==> src/rtl/pair_add_sequencer.sv <==
// rtl/pair_add_sequencer.sv - two-press slot adder sequencer driving an external pipelined adder
// Define PAIR_ADD_SAT_EN to saturate the written sum on carry instead of wrapping.
module pair_add_sequencer #(
  parameter int N       = 10,
  parameter int W       = 4,
  parameter int ADD_LAT = 1,
  parameter int INIT    = 0,
  localparam int IW     = (N > 1) ? $clog2(N) : 1
) (
  input  logic             clk,
  input  logic             rst,
  input  logic             enable,
  input  logic [N-1:0]     buttons,
  output logic [W-1:0]     add_a,
  output logic [W-1:0]     add_b,
  output logic             add_req,
  input  logic [W:0]       add_result,
  output logic [N*W-1:0]   values_flat,
  output logic             sel_valid,
  output logic [IW-1:0]    sel_index,
  output logic             busy,
  output logic             done
);

  typedef enum logic [1:0] {IDLE, PICK_B, ADD_WAIT, WRITE} state_t;

  state_t               state_q, state_d;
  logic [N-1:0]         buttons_q, buttons_d;
  logic                 armed_q, armed_d;
  logic [N-1:0][W-1:0]  slots_q, slots_d;
  logic [W-1:0]         add_a_q, add_a_d, add_b_q, add_b_d;
  logic                 add_req_q, add_req_d;
  logic                 sel_valid_q, sel_valid_d;
  logic [IW-1:0]        sel_index_q, sel_index_d;
  logic                 done_q, done_d;
  logic [2:0]           cnt_q, cnt_d;

  logic [N-1:0]         press;
  logic                 press_any;
  logic [IW-1:0]        press_idx;
  logic [W-1:0]         wr_val;

  // The first edge after reset only primes buttons_q, so a held button is not a press.
  assign press = armed_q ? (buttons & ~buttons_q) : '0;

  always_comb begin
    press_any = |press;
    press_idx = '0;
    for (int i = N - 1; i >= 0; i--) begin
      if (press[i]) press_idx = IW'(i);
    end
  end

`ifdef PAIR_ADD_SAT_EN
  assign wr_val = add_result[W] ? {W{1'b1}} : add_result[W-1:0];
`else
  assign wr_val = W'(add_result);
`endif

  always_comb begin
    state_d     = state_q;
    buttons_d   = buttons;
    armed_d     = 1'b1;
    slots_d     = slots_q;
    add_a_d     = add_a_q;
    add_b_d     = add_b_q;
    add_req_d   = 1'b0;
    sel_valid_d = sel_valid_q;
    sel_index_d = sel_index_q;
    done_d      = 1'b0;
    cnt_d       = cnt_q;

    case (state_q)
      IDLE: begin
        if (enable && press_any) begin
          sel_index_d = press_idx;
          sel_valid_d = 1'b1;
          state_d     = PICK_B;
        end
      end
      PICK_B: begin
        if (!enable) begin
          sel_valid_d = 1'b0;
          state_d     = IDLE;
        end else if (press_any) begin
          add_a_d   = slots_q[sel_index_q];
          add_b_d   = slots_q[press_idx];
          add_req_d = 1'b1;
          cnt_d     = '0;
          state_d   = ADD_WAIT;
        end
      end
      ADD_WAIT: begin
        // The add_req cycle plus ADD_LAT adder cycles before the sum is sampled.
        if (cnt_q == 3'(ADD_LAT)) begin
          state_d = WRITE;
        end else begin
          cnt_d = cnt_q + 3'd1;
        end
      end
      WRITE: begin
        slots_d[sel_index_q] = wr_val;
        done_d      = 1'b1;
        sel_valid_d = 1'b0;
        state_d     = IDLE;
      end
      default: state_d = IDLE;
    endcase
  end

  always_ff @(posedge clk or posedge rst) begin
    if (rst) begin
      state_q     <= IDLE;
      buttons_q   <= '0;
      armed_q     <= 1'b0;
      slots_q     <= {N{W'(INIT)}};
      add_a_q     <= '0;
      add_b_q     <= '0;
      add_req_q   <= 1'b0;
      sel_valid_q <= 1'b0;
      sel_index_q <= '0;
      done_q      <= 1'b0;
      cnt_q       <= '0;
    end else begin
      state_q     <= state_d;
      buttons_q   <= buttons_d;
      armed_q     <= armed_d;
      slots_q     <= slots_d;
      add_a_q     <= add_a_d;
      add_b_q     <= add_b_d;
      add_req_q   <= add_req_d;
      sel_valid_q <= sel_valid_d;
      sel_index_q <= sel_index_d;
      done_q      <= done_d;
      cnt_q       <= cnt_d;
    end
  end

  assign add_a       = add_a_q;
  assign add_b       = add_b_q;
  assign add_req     = add_req_q;
  assign values_flat = slots_q;
  assign sel_valid   = sel_valid_q;
  assign sel_index   = sel_index_q;
  assign busy        = (state_q == ADD_WAIT) || (state_q == WRITE);
  assign done        = done_q;

endmodule

==> config.mk <==
export PLATFORM = sky130hd
export DESIGN_NAME = pair_add_sequencer
export DESIGN_NICKNAME = d
export VERILOG_FILES = /design/src/rtl/pair_add_sequencer.sv
export SDC_FILE = /design/constraint.sdc
export NUM_CORES = 1
export LEC_CHECK = 0
export BUFFER_PORTS_ARGS = -buffer_cell sky130_fd_sc_hd__buf_2
export CELL_PAD_IN_SITES_DETAIL_PLACEMENT = 1
export CELL_PAD_IN_SITES_GLOBAL_PLACEMENT = 1
export CORE_ASPECT_RATIO = 1.5
export CORE_UTILIZATION = 35
export DETAILED_ROUTE_END_ITERATION = 7
export PLACE_DENSITY_LB_ADDON = 0.05
export SYNTH_ARGS = -nofsm -noshare
export SYNTH_HDL_FRONTEND = slang
export SYNTH_SLANG_ARGS = --single-unit
export TNS_END_PERCENT = 100
==> constraint.sdc <==
create_clock -name clk -period 3.02 [get_ports clk]
set_input_delay 0.302 -clock clk [delete_from_list [all_inputs] [get_ports clk]]
set_output_delay 0.302 -clock clk [all_outputs]
set_load 0.05 [all_outputs]
==> impl_metrics.json <==
{
  "outcome": "finished, final reports clean",
  "clk_latency_ns": 0.34,
  "num_vias": 2951,
  "drive_above_1_share_pct": 40.8,
  "hold_violations": 0,
  "ctsResizeCount": 0,
  "yosysWarningCount": 0,
  "synth_cells": 330,
  "drc_errors": 0,
  "slew_headroom_pct": 44.4,
  "hp-class": "in2reg",
  "first_global_vias": 3220,
  "synth_area_per_cell_sq_um": 11.7,
  "final_core_util_pct": 43.8,
  "rsz0062_at_grt": "no",
  "worst_slack_ns": 0.767,
  "dp_slack_ns": 0.780,
  "place_congestion": 0.786,
  "slew_viol_final": 0,
  "drtAntennaViolNets": 0,
  "async_flop_share_pct": 100,
  "max_clock_freq_mhz": 444,
  "fp-row-count": 46,
  "syn-num-nets": 350,
  "clkTransAtPathRegs_ns": 0.06,
  "viasPerCell": 5.39,
  "grt_max_degree": 28,
  "grt_use_total_pct": 22.0,
  "path_class": "reg2reg",
  "ioPinCount": 74,
  "synth_ff_type": "dfrtp_1",
  "period_needed_ns": 2.25,
  "maxCapViolations": 0,
  "port_buffers": 72,
  "ys_ff_latch": 71,
  "drtIter0Drc": 178,
  "start_util_pct": 36.4,
  "yosysMostFrequentCell": "dfrtp_1",
  "antenna_found_initial": 0,
  "min_period_over_period_pct": 74.6,
  "tightest_slew_ns": 0.832,
  "cts_tree": "done",
  "clock_path_buffers": 2,
  "cellPowerDensity_mw_per_mm2": 1110,
  "core_area_sq_mm": 0.0106,
  "netlist.area_leader.share_pct": 45.9,
  "synth_edf_count": 0,
  "grt-ovfl-total": 0,
  "chipHeight_um": 131,
  "clock-sinks": 71,
  "antennaDiodeCount": 0,
  "cp.required_ns": 3.22,
  "cts_root_buf": "clkbuf_16",
  "setup_violations": 0,
  "grt_pass1_wl_um": 18400,
  "clock_skew_ns": 0.00776,
  "wl_um": 11300,
  "fin_setup_tns_ns": 0,
  "start_kind": "flop",
  "synth.distinct_cells": 56,
  "yosysSeqAreaShare_pct": 45.9,
  "dieWidth_um": 87.9,
  "synthesis.area_sq_mm": 0.00387,
  "dpl.hpwl_um": 8600,
  "drt_pre_antenna_iters": 4,
  "cts_buffers": 9,
  "wire_per_inst_um": 20.7,
  "yosys.area.top_type": "dfrtp_1",
  "die_area_sq_mm": 0.0115,
  "worstSetupEndpointType": "flop",
  "arrival_ns": 2.46,
  "worst-path-max-fanout": 24,
  "synth_commonest_cells": "71 x dfrtp_1, 40 x mux2_2, 30 x nand2_1",
  "vdd_drop_max_uv": 793,
  "synthTopCellsByArea": "dfrtp_1 46%, mux2_2 12%, mux4_2 4.7%, nand2_1 2.9%, a21boi_0 2.3%",
  "nNetsFinal": 420,
  "area_growth_syn_to_layout_pct": 20.5,
  "htreeDepth": 3,
  "power.leakage_nw": 2.12
}
==> state kept, by name (all words and copies together), names as in the netlist, named ones only <==
signal,cells
values_flat,40
buttons_q,10
add_a,4
add_b,4
sel_index,4
cnt_q,3
add_req,1
armed_q,1
done,1
sel_valid,1
state_q,1
==> what timing repair did <==
action	4_1_cts	5_1_grt
setup buffers	0	0
hold buffers	1	0
hold endpoints to repair	20	0
endpoints found under the setup margin	0	0
==> worst max-delay path, cell delays in order (launching register included) <==
cell      delay, ns
dfrtp_1        0.32
buf_4          0.23
inv_1          0.23
a211oi_4       0.71
a21boi_0       0.21
o31ai_1        0.27
o211ai_1       0.14
==> path summary, 6_finish.rpt <==
path	end	cells past startpoint	slack (ns)	startpoint
max	add_b[1]	6	0.77	armed_q
min	buttons_q[9]	1	0.08	buttons[9]
max reg2reg	add_b[1]	6	0.77	armed_q
min reg2reg	sel_valid	1	0.48	sel_valid
max in group asynchronous	values_flat[27]	4	1.74	rst
min in group asynchronous	values_flat[22]	3	0.54	rst
==> metal layers <==
layer / share of wire, % / track usage (%) / up-vias
li1: - / - / 1371
met1: 43 / 27.8 / 1503
met2: 51 / 37.0 / 64
met3: 3.2 / 4.40 / 13
met4: 2.2 / 8.29 / 0
met5: 0 / 0 / -
==> where the power goes <==
| part | leakage, nW | internal, W | switching (W) | total, W |
|---|---|---|---|---|
| Clock | 0.145 | 0.000679 | 0.000405 | 0.00108 |
| Combinational | 1.09 | 0.000782 | 0.00158 | 0.00237 |
| Sequential | 0.887 | 0.00126 | 0.000452 | 0.00171 |
==> per-stage QoR <==
step | hold WS [ns] | area, sq um | cells | power [W]
2_1_floorplan | 0.333 | 3870 | 330 | 0.00344
3_3_place_gp | 0.335 | 4360 | 532 | 0.00408
3_5_place_dp | 0.356 | 4360 | 532 | 0.00412
4_1_cts | 0.0686 | 4660 | 548 | 0.00522
5_1_grt | 0.0716 | 4660 | 548 | 0.00544
6_report | 0.0825 | 4660 | 548 | 0.00516
==> logic make-up (layout without fill, tap and decap cells) <==
family	after synthesis	in the layout	synth area share [%]
adders and majority gates	2	2	0.646
buffers and inverters	24	98	2.94
AOI/OAI and AO/OA	81	81	16.4
DFF	71	71	45.9
muxes	60	60	19.9
and+or+nand+nor	90	90	13.9
xor gates and xnor gates	1	1	0.226
other	1	1	0.0968
==> placed cells by master (no fill, tap or decap), types with 5 or more instances in the layout <==
| cell type | n |
|---|---|
| and3_1 | 8 |
| mux4_2 | 8 |
| mux2i_1 | 8 |
| buf_4 | 5 |
| buf_2 | 72 |
| mux2_2 | 40 |
| o22ai_1 | 9 |
| dfrtp_1 | 71 |
| clkbuf_16 | 9 |
| nand2_1 | 30 |
| nor2_1 | 9 |
| nand2b_1 | 9 |
| a21oi_1 | 9 |
| a21boi_0 | 12 |
| nor3_1 | 7 |
| o21ai_0 | 10 |
==> layout make-up <==
cell class                      count  area, sq um
Tap cell                          144          180
Fill cell                        1192         5980
Sequential cell                    71         1780
Timing Repair Buffer               78          408
Clock buffer                       12          256
Inverter                            5         18.8
Multi-Input combinational cell    235         1980
Clock inverter                      3         42.5
(Power assumes the default switching activity.)
